**src/rtl/spi_pkg.sv**
```systemverilog
`default_nettype none
// ============================================================================
//  Module      : spi_pkg
//  Description : Shared SPI types (mode word, transaction FSM states) used by
//                the monarch RTL and by serf-side models.
//  Revision    : 1.0 - initial release
// ============================================================================
package spi_pkg;

    // {CPOL, CPHA} as presented on the mode port
    typedef struct packed {
        logic cpol;
        logic cpha;
    } spi_mode_t;

    // Transaction phases: idle, pre-first-edge, edge train, post-last-edge hold
    typedef enum logic [1:0] {
        ST_IDLE  = 2'd0,
        ST_FRONT = 2'd1,
        ST_SHFT  = 2'd2,
        ST_BACK  = 2'd3
    } spi_state_t;

    // Latched mode after reset; makes SCLK idle high out of reset
    localparam spi_mode_t C_MODE_RST = '{cpol: 1'b1, cpha: 1'b1};

    // Width of a select index; never narrower than one bit
    function automatic int sel_width(input int n);
        return (n > 1) ? $clog2(n) : 1;
    endfunction

endpackage
`default_nettype wire

```
**src/rtl/spi_sclk_gen.sv**
```systemverilog
`default_nettype none
// ============================================================================
//  Module      : spi_sclk_gen
//  Description : SCLK divider and edge counter. Produces SCLK plus strobes
//                that fire in the cycle before each SCLK edge becomes visible.
//  Revision    : 1.0 - initial release
// ============================================================================
module spi_sclk_gen #(
    parameter int DATA_W  = 16,
    parameter int CLK_DIV = 16
) (
    input  logic clk,
    input  logic rst_n,
    input  logic i_start,       // accepted start: restart counters
    input  logic i_start_cpol,  // CPOL of the transaction being accepted
    input  logic i_cpol,        // latched CPOL, idle level between transactions
    input  logic i_run,         // transaction in progress
    output logic o_sclk,
    output logic o_lead,        // next edge is a leading edge
    output logic o_trail,       // next edge is a trailing edge
    output logic o_last_edge,   // next edge is edge 2*DATA_W
    output logic o_end          // BACK hold expires at the next clk edge
);

    localparam int DIV_W  = $clog2(CLK_DIV);
    localparam int EDGE_W = $clog2(2 * DATA_W + 1);

    localparam logic [DIV_W-1:0]  C_H_M1     = DIV_W'(CLK_DIV / 2 - 1);
    localparam logic [EDGE_W-1:0] C_EDGES    = EDGE_W'(2 * DATA_W);
    localparam logic [EDGE_W-1:0] C_EDGES_M1 = EDGE_W'(2 * DATA_W - 1);

    logic [DIV_W-1:0]  r_div;
    logic [EDGE_W-1:0] r_edge;
    logic              r_sclk;
    logic              w_tick;
    logic              w_edge;

    // A tick marks the end of each half SCLK period
    assign w_tick = i_run && (r_div == C_H_M1);
    // Ticks after the final edge only time the BACK hold
    assign w_edge = w_tick && (r_edge != C_EDGES);

    // Half-period divider, restarted on every accepted transaction
    always_ff @(posedge clk or negedge rst_n) begin
        if (!rst_n) begin
            r_div <= '0;
        end else if (i_start) begin
            r_div <= '0;
        end else if (i_run) begin
            r_div <= w_tick ? '0 : r_div + DIV_W'(1);
        end
    end

    // Edge counter and SCLK level; SCLK rests at CPOL outside transactions
    always_ff @(posedge clk or negedge rst_n) begin
        if (!rst_n) begin
            r_edge <= '0;
            r_sclk <= 1'b1;
        end else if (i_start) begin
            r_edge <= '0;
            r_sclk <= i_start_cpol;
        end else if (w_edge) begin
            r_edge <= r_edge + EDGE_W'(1);
            r_sclk <= ~r_sclk;
        end else if (!i_run) begin
            r_sclk <= i_cpol;
        end
    end

    assign o_sclk      = r_sclk;
    assign o_lead      = w_edge && !r_edge[0];
    assign o_trail     = w_edge &&  r_edge[0];
    assign o_last_edge = w_tick && (r_edge == C_EDGES_M1);
    assign o_end       = w_tick && (r_edge == C_EDGES);

endmodule
`default_nettype wire

```
**src/rtl/spi_mnrch_param.sv**
```systemverilog
`default_nettype none
// ============================================================================
//  Module      : spi_mnrch_param
//  Description : Parameterised SPI monarch. One-word transactions in any of
//                the four SPI modes, with one-hot-low serf select decode.
//  Revision    : 1.0 - initial release
// ============================================================================
module spi_mnrch_param
    import spi_pkg::*;
#(
    parameter int  DATA_W  = 16,
    parameter int  CLK_DIV = 16,
    parameter int  NUM_SS  = 1,
    localparam int SS_W    = sel_width(NUM_SS)
) (
    input  logic              clk,
    input  logic              rst_n,
    input  logic              wrt,
    input  logic [DATA_W-1:0] wt_data,
    input  logic [1:0]        mode,
    input  logic [SS_W-1:0]   ss_sel,
    input  logic              MISO,
    output logic              SCLK,
    output logic              MOSI,
    output logic [NUM_SS-1:0] SS_n,
    output logic              busy,
    output logic              done,
    output logic [DATA_W-1:0] rd_data
);

    spi_state_t        r_state;
    spi_state_t        w_state_nxt;
    spi_mode_t         r_mode;
    logic [DATA_W-1:0] r_shift;
    logic [DATA_W-1:0] r_rd;
    logic [NUM_SS-1:0] r_ss_n;
    logic [NUM_SS-1:0] w_ss_dec;
    logic              r_miso_s;
    logic              r_lead_d;
    logic              r_trail_d;
    logic              r_first_d;
    logic              r_last_d;
    logic              r_busy;
    logic              r_done;

    logic w_accept;
    logic w_run;
    logic w_lead;
    logic w_trail;
    logic w_last_edge;
    logic w_end;
    logic w_sample;
    logic w_shift;

    assign w_accept = wrt && (r_state == ST_IDLE);
    assign w_run    = (r_state != ST_IDLE);

    spi_sclk_gen #(
        .DATA_W  (DATA_W),
        .CLK_DIV (CLK_DIV)
    ) u_sclk_gen (
        .clk          (clk),
        .rst_n        (rst_n),
        .i_start      (w_accept),
        .i_start_cpol (mode[1]),
        .i_cpol       (r_mode.cpol),
        .i_run        (w_run),
        .o_sclk       (SCLK),
        .o_lead       (w_lead),
        .o_trail      (w_trail),
        .o_last_edge  (w_last_edge),
        .o_end        (w_end)
    );

    // State register
    always_ff @(posedge clk or negedge rst_n) begin
        if (!rst_n) begin
            r_state <= ST_IDLE;
        end else begin
            r_state <= w_state_nxt;
        end
    end

    // Next-state logic; phases advance on divider strobes
    always_comb begin
        w_state_nxt = r_state;
        case (r_state)
            ST_IDLE:  if (w_accept)    w_state_nxt = ST_FRONT;
            ST_FRONT: if (w_lead)      w_state_nxt = ST_SHFT;
            ST_SHFT:  if (w_last_edge) w_state_nxt = ST_BACK;
            ST_BACK:  if (w_end)       w_state_nxt = ST_IDLE;
            default:                   w_state_nxt = ST_IDLE;
        endcase
    end

    // Mode is frozen for the whole transaction
    always_ff @(posedge clk or negedge rst_n) begin
        if (!rst_n) begin
            r_mode <= C_MODE_RST;
        end else if (w_accept) begin
            r_mode <= spi_mode_t'(mode);
        end
    end

    // Delay edge strobes so data moves in the cycle after SCLK has moved
    always_ff @(posedge clk or negedge rst_n) begin
        if (!rst_n) begin
            r_lead_d  <= 1'b0;
            r_trail_d <= 1'b0;
            r_first_d <= 1'b0;
            r_last_d  <= 1'b0;
        end else begin
            r_lead_d  <= w_lead;
            r_trail_d <= w_trail;
            r_first_d <= w_lead && (r_state == ST_FRONT);
            r_last_d  <= w_last_edge;
        end
    end

    // CPHA=0 samples on leading and shifts on trailing (not the last one);
    // CPHA=1 shifts on leading (not the first one) and samples on trailing
    assign w_sample = r_mode.cpha ? r_trail_d : r_lead_d;
    assign w_shift  = r_mode.cpha ? (r_lead_d && !r_first_d)
                                  : (r_trail_d && !r_last_d);

    // Shift register: the sampled MISO bit enters the LSB as the word moves left
    always_ff @(posedge clk or negedge rst_n) begin
        if (!rst_n) begin
            r_shift  <= '0;
            r_miso_s <= 1'b0;
        end else begin
            if (w_accept) begin
                r_shift <= wt_data;
            end else if (w_shift) begin
                r_shift <= {r_shift[DATA_W-2:0], r_miso_s};
            end
            if (w_sample) begin
                r_miso_s <= MISO;
            end
        end
    end

    // Select decode; an out-of-range index leaves every select inactive
    always_comb begin
        w_ss_dec = '1;
        for (int i = 0; i < NUM_SS; i++) begin
            w_ss_dec[i] = (ss_sel != SS_W'(i));
        end
    end

    // Select outputs: asserted from cycle 1 until the transaction completes
    always_ff @(posedge clk or negedge rst_n) begin
        if (!rst_n) begin
            r_ss_n <= '1;
        end else if (w_accept) begin
            r_ss_n <= w_ss_dec;
        end else if (r_state == ST_BACK && w_end) begin
            r_ss_n <= '1;
        end
    end

    // Busy/done handshake and received-word capture
    always_ff @(posedge clk or negedge rst_n) begin
        if (!rst_n) begin
            r_busy <= 1'b0;
            r_done <= 1'b0;
            r_rd   <= '0;
        end else if (w_accept) begin
            r_busy <= 1'b1;
            r_done <= 1'b0;
        end else if (r_state == ST_BACK && w_end) begin
            r_busy <= 1'b0;
            r_done <= 1'b1;
            r_rd   <= {r_shift[DATA_W-2:0], r_miso_s};
        end
    end

    assign MOSI    = r_shift[DATA_W-1];
    assign SS_n    = r_ss_n;
    assign busy    = r_busy;
    assign done    = r_done;
    assign rd_data = r_rd;

endmodule
`default_nettype wire

```
**config.mk**
```make
export PLATFORM = sky130hd
export DESIGN_NAME = spi_mnrch_param
export DESIGN_NICKNAME = d
export VERILOG_FILES = /design/src/rtl/spi_pkg.sv /design/src/rtl/spi_sclk_gen.sv /design/src/rtl/spi_mnrch_param.sv
export SDC_FILE = /design/constraint.sdc
export NUM_CORES = 1
export LEC_CHECK = 0
export ABC_AREA = 1
export ABC_CLOCK_PERIOD_IN_PS = 1600
export CAP_MARGIN = 10
export CELL_PAD_IN_SITES_DETAIL_PLACEMENT = 0
export CELL_PAD_IN_SITES_GLOBAL_PLACEMENT = 2
export CORE_MARGIN = 8
export CORE_UTILIZATION = 29
export CTS_BUF_LIST = sky130_fd_sc_hd__clkbuf_16
export DETAILED_ROUTE_END_ITERATION = 10
export GPL_TIMING_DRIVEN = 0
export MAX_ROUTING_LAYER = met4
export PLACE_DENSITY = 0.78
export SLEW_MARGIN = 20
export SYNTH_ARGS = -nofsm -noshare
export SYNTH_HDL_FRONTEND = slang
export SYNTH_SLANG_ARGS = --single-unit
```
**constraint.sdc**
```tcl
create_clock -name clk -period 1.6 [get_ports clk]
set_clock_uncertainty 0.1 [all_clocks]
set_input_delay 0.24 -clock clk [delete_from_list [all_inputs] [get_ports clk]]
set_output_delay 0.24 -clock clk [all_outputs]
set_load 0.01 [all_outputs]
```
==> results of run 1 <==
-- sequential cells by signal, indices dropped and copies added (netlist names), 2 cells and up --
name and count:
r_mode 2, rd_data 16, u_sclk_gen.r_div 4, r_shift 16, r_state 2, u_sclk_gen.r_edge 6
-- worst register-to-register path, cell delays in order, from the launching register on --
cell and delay [ps]:
dfrtp_1 370, inv_2 60, ha_4 180, inv_4 70, nand2_4 60, nor2_8 160, nand3_4 140, buf_12 180
buf_12 140, nand2_2 60, o21ai_2 40
-- cells by family (layout without fill, tap and decap cells) --
kind of cell	Yosys count	count (layout)	synth area share, %
and+or+nand+nor	120	120	20.5
buffers and inverters	47	135	8.65
adders and majority gates	7	7	3.22
xor gates and xnor gates	2	2	0.644
AOI/OAI and AO/OA	67	67	15.8
DFF	55	55	50.8
muxes	1	1	0.414
-- metal layers --
metal | global-route usage (%) | vias up | routed length (µm)
li1 | - | 1131 | -
met1 | 15.3 | 1073 | 3310
met2 | 18.6 | 42 | 3390
met3 | 2.88 | 8 | 320
met4 | 2.75 | 0 | 71
met5 | - | - | 0
-- stage by stage --
stage	utilization, %	std cells	cell area, µm²
after floorplan	-	299	2720
after global placement	36.0	453	3290
after detailed placement	36.2	454	3310
after CTS	43.6	493	3990
after global routing	46.0	498	4210
final	46.0	498	4210
-- timing repair --
item                                   in CTS  in global routing
setup endpoints to repair                  49                 52
buffers inserted                           28                  6
gates cloned                                4                  0
hold buffers                                1                  0
pin swaps                                   6                 17
resized for setup                          53                 71
endpoints found under the hold margin      14                  0
-- final cells by class --
| cell class | count | area (µm²) |
|---|---|---|
| plain buffers | 11 | 160 |
| clock buffers | 5 | 125 |
| clock inverters | 3 | 41.3 |
| fillers | 847 | 4940 |
| inverters | 36 | 145 |
| multi-input cells | 197 | 1340 |
| flip-flops and latches | 55 | 1380 |
| well taps | 111 | 139 |
| repair buffers | 80 | 881 |
-- path summary, 6_finish.rpt --
| check | to | cells after the start |
|---|---|---|
| max | rd_data[13] | 10 |
| min | rd_data[12] | 2 |
| max reg2reg | rd_data[13] | 10 |
| min reg2reg | rd_data[7] | 2 |
| max in group asynchronous | r_mode[0] | 3 |
| min in group clk | rd_data[7] | 2 |
-- synthesized netlist by cell type, types with 2 or more instances --
cell	n
dfrtp_1	51
nand3_1	12
o21ai_0	35
ha_1	7
nand2_2	4
nor2_1	10
a21oi_1	2
buf_4	2
buf_2	2
buf_6	6
o21ai_2	16
inv_1	34
o21a_1	2
nand2_1	81
o21bai_1	2
dfstp_2	4
nand4_1	3
o21ai_1	4
nand3_4	2
nor2_2	2
nand2_4	2
-- report_power, final --
group / switching (mW) / leakage, nW / internal, mW
sequential: 0.000948 / 0.633 / 1.39
clock: 0.504 / 0.0812 / 0.734
combinational: 0.0495 / 1.30 / 0.0567
==> results by group, run 1 <==
Status
  • Status: complete, but fails checks
  • Failing checks: setup timing

Cells and area
  • Diode count: 0
  • Final #Nets: 416
  • Commonest cells after routing, fill and taps aside: nand2_1, dfrtp_1, inv_1, clkdlybuf4s50_1, buf_4
  • Area grow syn2layout: 54.7%
  • Commonest non-fill, non-tap cell in the layout: nand2_1
  • Share of post-route cells with drive strength above 1: 36.2%

Power
  • Power Density: 651 nW/µm²
  • Worst vdd ir: 0.396 mV
  • Static Leak: 2.01 nW
  • Total Power: 2.74 mW

Synthesis
  • Post-synthesis cell area: 2720 µm²
  • Post-synth top flop: dfrtp_1
  • Post-synth top area cell: dfrtp_1
  • EDFF count, synth: 0
  • Synth unique cells: 37
  • Syn. warnings: 0
  • Share of the synthesized area in the top cell type: 46.9%
  • Top post-synthesis cells by area: dfrtp_1, nand2_1, o21ai_0
  • Seq cells post-synth: 55
  • Asr flop ratio synth: 100%
  • Gate Count Post-Synth: 299
  • Sequential-to-total area share from yosys stat: 50.8%
  • Mapped Nets: 329
  • Mapped Avg Cell Area: 9.10 µm²

CTS
  • Bufs on Longest Clock Path: 2
  • TritonCTS buffer count: 5
  • # clock sinks: 55
  • Clock slew at reported path FFs: 70 ps
  • Root Buffer: clkbuf_16
  • CTS tree: built
  • Clock Latency Late Sink: 290 ps
  • H-Tree Depth: 2

Global route
  • Pin count of the biggest net entering global routing: 42
  • First-pass GRT wire length: 12000 µm
  • Final global-route overflow total: 0
  • Initial antenna violation count: 0
  • GRT Util Overall: 11.9%
  • Vias in the first global route: 2362

Floorplanning
  • Die ar.: 12700 µm²
  • Core area: 9150 µm²
  • Rows: 35
  • Io pins: 44
  • Starting Density: 29.7%
  • Die Y: 113 µm
  • Die Wd: 113 µm

Placement
  • DP HPWL: 4590 µm
  • DP Worst Slack: -229 ps
  • PortBufs: 43
  • GPL Wtd Cong: 0.738

Detailed routing
  • Final routed DRC violation total: 0
  • DR WL/cell: 14.3 µm
  • Initial DRC Count: 90
  • Via density: 4.53
  • Antenna Violating Nets Remaining: 0
  • Pre-antenna DRT Iters: 4
  • Post-Route WL: 7100 µm
  • Via Count: 2254

STA
  • Final critical-path share of the clock period: 105%
  • RSZ-0062 raised after global routing: yes
  • Final Hold Fails: 0
  • Fmax achieved: 0.598 GHz
  • Post-layout min period: 1670 ps
  • Worst slew pin tran: 363 ps
  • Fin. max-slew vios: 0
  • Max-slew headroom: 75.8%
  • Min Hold Slack: 245 ps
  • Final Setup Violations: 19
  • Total Neg Setup Slack: -926 ps
  • Final worst setup slack: -72.2 ps

Worst setup path
  • Crit-path max FO: 5
  • Slowest library cell on the worst path: dfrtp_1
  • Delay of the slowest cell on the worst path: 370 ps
  • R2r setup slk: -70 ps
  • CP Capture Type: flip-flop
  • Critical path's top delay family: buffers and inverters
  • Worst setup SP type: flip-flop
  • CP startpoint: r_state[0]
  • Req. time, crit path: 1680 ps
  • Reg2reg start: r_state[0]
  • CP Class: reg -> reg
  • Most Frequent Cell on Critical Path: buf_12
  • Critical-path cell list: inv_2 -> ha_4 -> inv_4 -> nand2_4 -> nor2_8 -> nand3_4 -> buf_12 -> buf_12 -> nand2_2 -> o21ai_2
  • Arrival time of the worst setup path: 1760 ps
  • Buf/Inv on CP: 4

Run
  • Max-Cap Viols: 0

Worst hold path
  • Worst min-delay path class: in -> async
Note: power is estimated with default switching activity, not from simulation.
==> run 2: changes to the inputs <==
--- a/config.mk
+++ b/config.mk
@@ -6,7 +6,7 @@
 export NUM_CORES = 1
 export LEC_CHECK = 0
 export ABC_AREA = 1
-export ABC_CLOCK_PERIOD_IN_PS = 1600
+export ABC_CLOCK_PERIOD_IN_PS = 1400
 export CAP_MARGIN = 10
 export CELL_PAD_IN_SITES_DETAIL_PLACEMENT = 0
 export CELL_PAD_IN_SITES_GLOBAL_PLACEMENT = 2
==> constraint.sdc (replaced) <==
create_clock -name clk -period 1.4 [get_ports clk]
set_clock_uncertainty 0.1 [all_clocks]
set_input_delay 0.21 -clock clk [delete_from_list [all_inputs] [get_ports clk]]
set_output_delay 0.21 -clock clk [all_outputs]
set_load 0.01 [all_outputs]
==> results by group, run 2 (same netlist as run 1, synthesis figures left out) <==
Placement
  • GPL Wtd Cong: 0.732 (-0.75%)
  • DP Worst Slack: -367 ps (-138 ps)
  • Area after DPL: 3340 µm² (+1.1%)
  • DP HPWL: 4490 µm (-2.2%)
  • Placed Cells: 454 (unchanged)
  • PortBufs: 43 (unchanged)

Worst setup path
  • Crit-path max FO: 6 (+1)
  • Arrival time of the worst setup path: 1730 ps (-30 ps)
  • Worst setup SP type: flip-flop
  • CP Capture Type: flip-flop
  • CP Class: reg -> reg
  • Req. time, crit path: 1490 ps (-190 ps)

Global route
  • Pin count of the biggest net entering global routing: 54 (+29%)
  • Final global-route overflow total: 0 (unchanged)
  • Vias in the first global route: 2433 (+3.0%)
  • Initial antenna violation count: 0 (unchanged)
  • GRT Util Overall: 12.6% (+0.65 points)
  • First-pass GRT wire length: 12500 µm (+4.3%)

Detailed routing
  • Final routed DRC violation total: 0 (unchanged)
  • DR WL/cell: 15.2 µm (+6.5%)
  • Post-Route WL: 7680 µm (+8.3%)
  • Initial DRC Count: 70 (-22%)
  • Pre-antenna DRT Iters: 4 (unchanged)
  • Antenna Violating Nets Remaining: 0 (unchanged)
  • Via density: 4.59 (+1.4%)
  • Via Count: 2323 (+3.1%)

STA
  • Fin. max-slew vios: 0 (unchanged)
  • Final worst setup slack: -241 ps (-169 ps)
  • Final Hold Fails: 0 (unchanged)
  • Final critical-path share of the clock period: 117% (+13 points)
  • Worst slew pin tran: 329 ps (-33.7 ps)
  • Final Setup Violations: 49 (+30)
  • Min Hold Slack: 158 ps (-87.1 ps)
  • Max-slew headroom: 78.0% (+2.2 points)
  • Fmax achieved: 0.609 GHz (+1.9%)
  • RSZ-0062 raised after global routing: yes
  • Post-layout min period: 1640 ps (-30.8 ps)

Floorplanning
  • Die Wd: 113 µm (unchanged)
  • Io pins: 44 (unchanged)
  • Die ar.: 12700 µm² (unchanged)
  • Starting Density: 29.7% (unchanged)
  • Rows: 35 (unchanged)
  • Die Y: 113 µm (unchanged)
  • Core area: 9150 µm² (unchanged)

Status
  • Failing checks: setup timing
  • Status: complete, but fails checks

Power
  • Static Leak: 2.08 nW (+3.3%)
  • Power Density: 712 nW/µm² (+9.4%)
  • Total Power: 3.16 mW (+15%)
  • Worst vdd ir: 0.577 mV (+46%)

CTS
  • Root Buffer: clkbuf_16
  • CTS tree: built
  • TritonCTS buffer count: 5 (unchanged)
  • Clock slew at reported path FFs: 80 ps (about the same)
  • Clock Latency Late Sink: 290 ps (about the same)
  • H-Tree Depth: 2 (unchanged)
  • # clock sinks: 55 (unchanged)
  • Bufs on Longest Clock Path: 2 (unchanged)

Cells and area
  • Storage cell area: 1380 µm² (unchanged)
  • Diode count: 0 (unchanged)
  • Final cell count without fillers: 506 (+1.6%)
  • Area occupied by multi-input gates: 1510 µm² (+13%)
  • Final #Nets: 424 (+1.9%)
  • Commonest cells after routing, fill and taps aside: dfrtp_1, nand2_1, o21ai_2, inv_1, buf_4
  • # fillers: 846 (-0.12%)
  • Share of post-route cells with drive strength above 1: 45.6% (+9.4 points)
  • Fin area: 4430 µm² (+5.4%)
  • Area grow syn2layout: 63.0%
  • Commonest non-fill, non-tap cell in the layout: dfrtp_1

Worst hold path
  • Worst min-delay path class: in -> async

Run
  • Max-Cap Viols: 0 (unchanged)
-- run 2: cell types whose count changed in the layout (fill, tap and decap cells not counted), moves of 4 or more --
cell / delta
nand2_2: +4
o21ai_0: -19
o21ai_1: +8
nor2_4: +4
dlymetal6s2s_1: -7
clkdlybuf4s50_1: -9
nor2_1: -4
dlygate4sd2_1: +14
nand2_1: -11
nand2_4: +7
o21ai_2: +10
-- run 2: layer usage --
metal	GRT usage, %	wire length [µm]	part of all wire (%)	up-vias
met4	2.40	55	0.72	0
met5	-	0	0	-
met1	14.6	3280	43	1120
met2	22.2	4050	53	44
met3	2.40	292	3.8	6
li1	-	-	-	1153
-- run 2: repair_timing --
| item | in CTS | in global routing |
|---|---|---|
| setup endpoints to repair | 71 | 55 |
| pin swaps | 12 | 22 |
| cloned | 8 | 0 |
| hold buffers | 1 | 0 |
| gates resized for setup | 124 | 70 |
| hold endpoints to repair | 51 | 0 |
| buffers inserted | 34 | 10 |
-- run 2: final cells by class --
class                      instances  share of cell area [%]
tap                              111                    3.13
multi-input combinational        197                    33.9
buffer                            10                    3.41
sequential                        55                    31.2
clock inverter                     3                   0.959
timing repair buffer              89                    21.3
inverter                          36                    3.27
clock buffer                       5                    2.82
-- run 2: final timing paths --
kind	cells past startpoint	slack, ps	to	start
max in group asynchronous	3	520	r_mode[1]	rst_n
hold reg to reg	2	390	busy	busy
hold / removal	2	160	rd_data[12]	rst_n
setup / recovery	8	-240	rd_data[9]	u_sclk_gen.r_edge[2]
min in group clk	2	390	busy	busy
setup reg to reg	8	-240	rd_data[9]	u_sclk_gen.r_edge[2]
-- run 2: power breakdown --
group	internal, mW	leakage, nW	switching (mW)
sequential	1.59	0.633	0.000957
combinational	0.0678	1.36	0.0602
clock	0.846	0.0856	0.590
total	2.51	2.08	0.652
-- run 2: worst max-delay path, stage by stage (launching register included) --
cell and delay [ps]:
dfrtp_2 460, nor2_4 170, inv_1 90, nor2_4 150, nand3_4 140, buf_12 180
buf_12 140, nand2_2 50, o21ai_2 50
-- run 2: metrics by stage --
step / util (%) / TNS, ps
after floorplan: - / -3240
after global placement: 36.3 / -111850
after detailed placement: 36.5 / -12950
after CTS: 46.4 / -7620
after global routing: 48.4 / -11390
final: 48.4 / -7480
